===== config.mk =====
export PLATFORM = sky130hd
export DESIGN_NAME = rat_intr_sequencer
export DESIGN_NICKNAME = d
export VERILOG_FILES = /design/src/rtl/rat_pkg.sv /design/src/rtl/rat_sync_edge.sv /design/src/rtl/rat_intr_sequencer.sv
export SDC_FILE = /design/constraint.sdc
export NUM_CORES = 1
export LEC_CHECK = 0
export CORE_MARGIN = 2
export CORE_UTILIZATION = 25
export DETAILED_ROUTE_END_ITERATION = 16
export DONT_BUFFER_PORTS = 1
export PLACE_DENSITY_LB_ADDON = 0.05
export SLEW_MARGIN = 20
export SYNTH_ARGS = -nofsm -noshare
export SYNTH_HDL_FRONTEND = slang
export SYNTH_HIERARCHICAL = 1
export SYNTH_SLANG_ARGS = --single-unit

===== constraint.sdc =====
create_clock -name CLK -period 2.23 [get_ports CLK]
set_clock_uncertainty 0.05 [all_clocks]
set_input_delay 0.3345 -clock CLK [delete_from_list [all_inputs] [get_ports CLK]]
set_output_delay 0.3345 -clock CLK [all_outputs]
set_load 0.01 [all_outputs]

===== src/rtl/rat_pkg.sv =====
// Shared definitions for the RAT MCU interrupt path: sequencer states,
// the interrupt vector and the pipeline depth that sets the drain length.
package rat_pkg;

  typedef enum logic [1:0] {
    IDLE   = 2'd0,
    DRAIN  = 2'd1,
    INJECT = 2'd2,
    ACTIVE = 2'd3
  } intr_state_t;

  localparam logic [9:0] RAT_INTR_VECTOR = 10'h3FF;
  localparam int         RAT_PIPE_DEPTH  = 3;

endpackage


===== src/rtl/rat_sync_edge.sv =====
// Multi-flop synchronizer for an asynchronous input followed by a
// rising-edge detector on the synchronized value.
module rat_sync_edge #(
  parameter int STAGES = 2
) (
  input  logic CLK,
  input  logic RESET_N,
  input  logic D,
  output logic RISE
);

  logic [STAGES-1:0] sync_q, sync_d;
  logic              prev_q, prev_d;

  always_comb begin
    sync_d = {sync_q[STAGES-2:0], D};
    prev_d = sync_q[STAGES-1];
  end

  always_ff @(posedge CLK or negedge RESET_N) begin
    if (!RESET_N) begin
      sync_q <= '0;
      prev_q <= 1'b0;
    end else begin
      sync_q <= sync_d;
      prev_q <= prev_d;
    end
  end

  assign RISE = sync_q[STAGES-1] & ~prev_q;

endmodule


===== src/rtl/rat_intr_sequencer.sv =====
// Interrupt sequencer: latches synchronized INTR edges, drains the pipeline
// while holding fetch, pulses the CU injection and blocks nesting until RETIE.
module rat_intr_sequencer
  import rat_pkg::*;
#(
  parameter int SYNC_STAGES  = 2,
  parameter int DRAIN_CYCLES = RAT_PIPE_DEPTH,
  parameter int CNT_W        = 8
) (
  input  logic             CLK,
  input  logic             RESET_N,
  input  logic             INTR,
  input  logic             I_EN,
  input  logic             BRN_IN_FLIGHT,
  input  logic             RETIE,
  output logic             FETCH_HOLD,
  output logic             INT_INJECT,
  output logic             INT_ACTIVE,
  output logic             INT_PEND,
  output logic [CNT_W-1:0] INT_COUNT
);

  localparam int            DW         = (DRAIN_CYCLES > 1) ? $clog2(DRAIN_CYCLES) : 1;
  localparam logic [DW-1:0] DRAIN_LOAD = DW'(DRAIN_CYCLES - 1);

  intr_state_t      state_q, state_d;
  logic [DW-1:0]    drain_q, drain_d;
  logic [CNT_W-1:0] count_q, count_d;
  logic             pend_q, pend_d;
  logic             fetch_hold_q, fetch_hold_d;
  logic             inject_q, inject_d;
  logic             active_q, active_d;
  logic             intr_rise_s;

  rat_sync_edge #(.STAGES(SYNC_STAGES)) u_sync (
    .CLK     (CLK),
    .RESET_N (RESET_N),
    .D       (INTR),
    .RISE    (intr_rise_s)
  );

  // A fresh edge on the injection cycle wins over the clear.
  always_comb begin
    pend_d = intr_rise_s | (pend_q & (state_q != INJECT));
  end

  always_comb begin
    state_d = state_q;
    drain_d = drain_q;
    case (state_q)
      IDLE: begin
        if (pend_q && I_EN) begin
          state_d = DRAIN;
          drain_d = DRAIN_LOAD;
        end else begin
          state_d = IDLE;
        end
      end
      DRAIN: begin
        if (!I_EN) begin
          state_d = IDLE;
        end else if (BRN_IN_FLIGHT) begin
          drain_d = DRAIN_LOAD;
        end else if (drain_q == '0) begin
          state_d = INJECT;
        end else begin
          drain_d = drain_q - DW'(1);
        end
      end
      INJECT: state_d = ACTIVE;
      ACTIVE: begin
        if (RETIE) begin
          state_d = IDLE;
        end else begin
          state_d = ACTIVE;
        end
      end
      default: state_d = IDLE;
    endcase
  end

  // Outputs are decoded from the next state so they leave the block registered.
  always_comb begin
    fetch_hold_d = (state_d == DRAIN) || (state_d == INJECT);
    inject_d     = (state_d == INJECT);
    active_d     = (state_d == ACTIVE);
    if (inject_d && (count_q != {CNT_W{1'b1}})) begin
      count_d = count_q + CNT_W'(1);
    end else begin
      count_d = count_q;
    end
  end

  always_ff @(posedge CLK or negedge RESET_N) begin
    if (!RESET_N) begin
      state_q      <= IDLE;
      drain_q      <= '0;
      count_q      <= '0;
      pend_q       <= 1'b0;
      fetch_hold_q <= 1'b0;
      inject_q     <= 1'b0;
      active_q     <= 1'b0;
    end else begin
      state_q      <= state_d;
      drain_q      <= drain_d;
      count_q      <= count_d;
      pend_q       <= pend_d;
      fetch_hold_q <= fetch_hold_d;
      inject_q     <= inject_d;
      active_q     <= active_d;
    end
  end

  assign FETCH_HOLD = fetch_hold_q;
  assign INT_INJECT = inject_q;
  assign INT_ACTIVE = active_q;
  assign INT_PEND   = pend_q;
  assign INT_COUNT  = count_q;

endmodule


==> results.yml <==
timing:
  hold_viol_final: 0
  max_freq_mhz: 486.9
  setup_viol_count_final: 0
  whs_ps: 163.5
  worst_slack_ps: 176.1
  min_period_ps: 2054
  rsz0062_at_grt: "false"
  final.setup.tns_ps: 0
  drv_slew: 0
  slew_headroom_pct: 42.06
  period_share_pct: 92.10
  worstMarginPinSlew_ps: 866.3
global_routing:
  gr-total-overflow: 0
  grt_use_met2_pct: 15.82
  grt_pass1_wl_mm: 3.077
  grt.total_usage_pct: 9.897
  gr-max-usage-layer: "met2"
  antenna_found_initial: 0
  grt_max_degree: 20
  grt_use_met3_pct: 3.063
  grt_pass1_vias: 624
  met1_usage_pct: 11.94
cells_and_area:
  fin_nets: 94
  layout-drive-gt1-share_pct: 18.07
  n_antenna_cell: 0
  fin_area_sq_mm: 0.001012
  nFillCells: 358
  syn_to_final_growth_pct: 16.40
setup_path:
  reg2reg_from: "drain_q[0]"
  crit_fanout: 6
  reg2reg_slack_ps: 180
  worst_setup_path_end_kind: "flip-flop"
  startpoint_type: "flip-flop"
  r2r-end: "INT_COUNT[1]"
  r2r.worst_path.cells: 9
  cp.required_ps: 2360
  crit_type: "flip-flop to flip-flop"
  cp.arrival_ps: 2180
power:
  ir_worst_vdd_v: 0.0003597
  pwr_density_cell_mw_per_mm2: 936.6
  p_leak_nw: 0.4679
  power_mw: 0.9480
placed_design:
  dp_hpwl_mm: 1.215
  placed_cell_area_sq_um: 952.2
  gp_congestion: 0.7401
  place_ws_ps: 55.99
  port_buffers: 0
worst_hold_path:
  hp-class: "primary input to flip-flop"
  holdPathStages: 2
  min_from: "BRN_IN_FLIGHT"
  min_to: "drain_q[0]"
logic_synthesis:
  synth_common_cells: "dfrtp_1, a21oi_1, inv_1, nor2_1, ha_1"
  synth.area.top_cells: "dfrtp_1, ha_1, a21oi_1"
  ys_warn_count: 6
  syn_inst: 73
  synth_enable_flop_cells: 0
  synth_fp_nets: 83
  ys_seq_area_share_pct: 54.68
  synth.avg_cell_area_sq_um: 11.91
  async_flop_share_pct: 100.0
  synth_top_area_cell: "dfrtp_1"
  synth_top_area_share_pct: 54.68
  synth-seq-cells: 19
  synth.distinct_cells: 29
  netlist_area_sq_um: 869.6
  synth-main-ff-cell: "dfrtp_1"
  synth_most_common_cell: "dfrtp_1"
floorplan:
  die-height_um: 62.98
  fp.dieArea_sq_mm: 0.003966
  core-area_sq_mm: 0.003337
  num_rows: 21
  die_w_um: 62.98
  pin_count: 18
  initial_core_util_pct: 26.06
clock_tree:
  cts_tree: "built"
  clock_path_buffers: 2
  htreeDepth: 1
  clkSinkCount: 19
  clock_latency_ps: 290
  cts_root_buf: "clkbuf_4"
  path_clk_slew_ps: 110
  cts_buffers: 3
outcome:
  status: "finished clean"
routing:
  first_pass_iters: 2
  drc: 0
  dr.first_iter.drc_count: 26
  vias: 580
  ant_nets: 0
  wl_per_cell_um: 12.63
  viasPerCell: 4.496
  drt_wl_total_mm: 1.629
job:
  maxCapViolations: 0
[final cells by class]
class | instances | area (sq um) | share of cell area [%]
multi-input cells | 48 | 376.6 | 37.21
flip-flops and latches | 19 | 475.5 | 46.97
well taps | 46 | 57.56 | 5.686
clock buffers | 4 | 26.28 | 2.596
repair buffers | 7 | 57.56 | 5.686
inverters | 5 | 18.77 | 1.854
[where the power goes]
part | internal, mW | total, mW | switching [mW]
Combinational | 0.141 | 0.260 | 0.119
Sequential | 0.420 | 0.517 | 0.0966
Clock | 0.0695 | 0.172 | 0.102
Total | 0.630 | 0.948 | 0.318
[worst max-delay path, stage by stage (launching register included)]
cell	delay [ps]
dfrtp_1	360
inv_1	50
ha_1	200
and3b_1	190
nor4b_4	290
a21oi_2	60
ha_2	230
inv_1	60
a41o_1	140
mux2_4	300
[cell usage in the layout, fill, tap and decap left out, drive strengths merged, types with 3 or more instances in the layout]
cell type | netlist | final
buf | 0 | 5
dfrtp | 19 | 19
and4 | 3 | 3
a21oi | 7 | 7
clkbuf | 1 | 4
inv | 5 | 5
ha | 4 | 4
nor2 | 5 | 5
nand2 | 3 | 3
[flip-flops by register name, summed over array words and instances (netlist names)]
register / cells
INT_INJECT: 1
u_sync/prev_q: 1
state_q: 2
INT_PEND: 1
INT_COUNT: 8
u_sync/sync_q: 2
INT_ACTIVE: 1
drain_q: 2
FETCH_HOLD: 1
[layer usage]
layer,vias to the layer above,routed length [um]
met5,-,0
met4,0,20
met3,2,74
met2,7,794
met1,286,740
li1,285,-
[logic make-up (layout without fill, tap and decap cells)]
group / count (synthesis) / after routing / share of synthesized area, %
simple gates: 25 / 25 / 20.72
flops: 19 / 19 / 54.68
compound gates: 14 / 14 / 9.783
buf+inv: 6 / 16 / 2.733
fa+ha+maj: 4 / 4 / 5.756
mux: 4 / 4 / 5.323
xor+xnor: 1 / 1 / 1.007
[how the worst max path moves through the flow]
stage               slack, ps  depth (start not counted)       start           end
floorplan                 150                          9  drain_q[0]  INT_COUNT[1]
global placement           70                          9  drain_q[0]  INT_COUNT[6]
detailed placement         60                          9  drain_q[0]  INT_COUNT[6]
CTS                        40                          9  drain_q[0]  INT_COUNT[6]
global route               30                          9  drain_q[0]  INT_COUNT[1]
finish                    180                          9  drain_q[0]  INT_COUNT[1]
[what timing repair did]
item	CTS	global route
endpoints found under the setup margin	0	6
gates resized for setup	0	3
setup buffers	0	1
endpoints found under the hold margin	20	0
hold buffers	2	0
[stage by stage]
stage,util (%),cells
finish,30.33,129
global route,30.33,129
CTS,29.92,128
detailed placement,28.53,122
global placement,28.53,122
floorplan,-,73
Note: power is estimated with default switching activity, not from simulation.
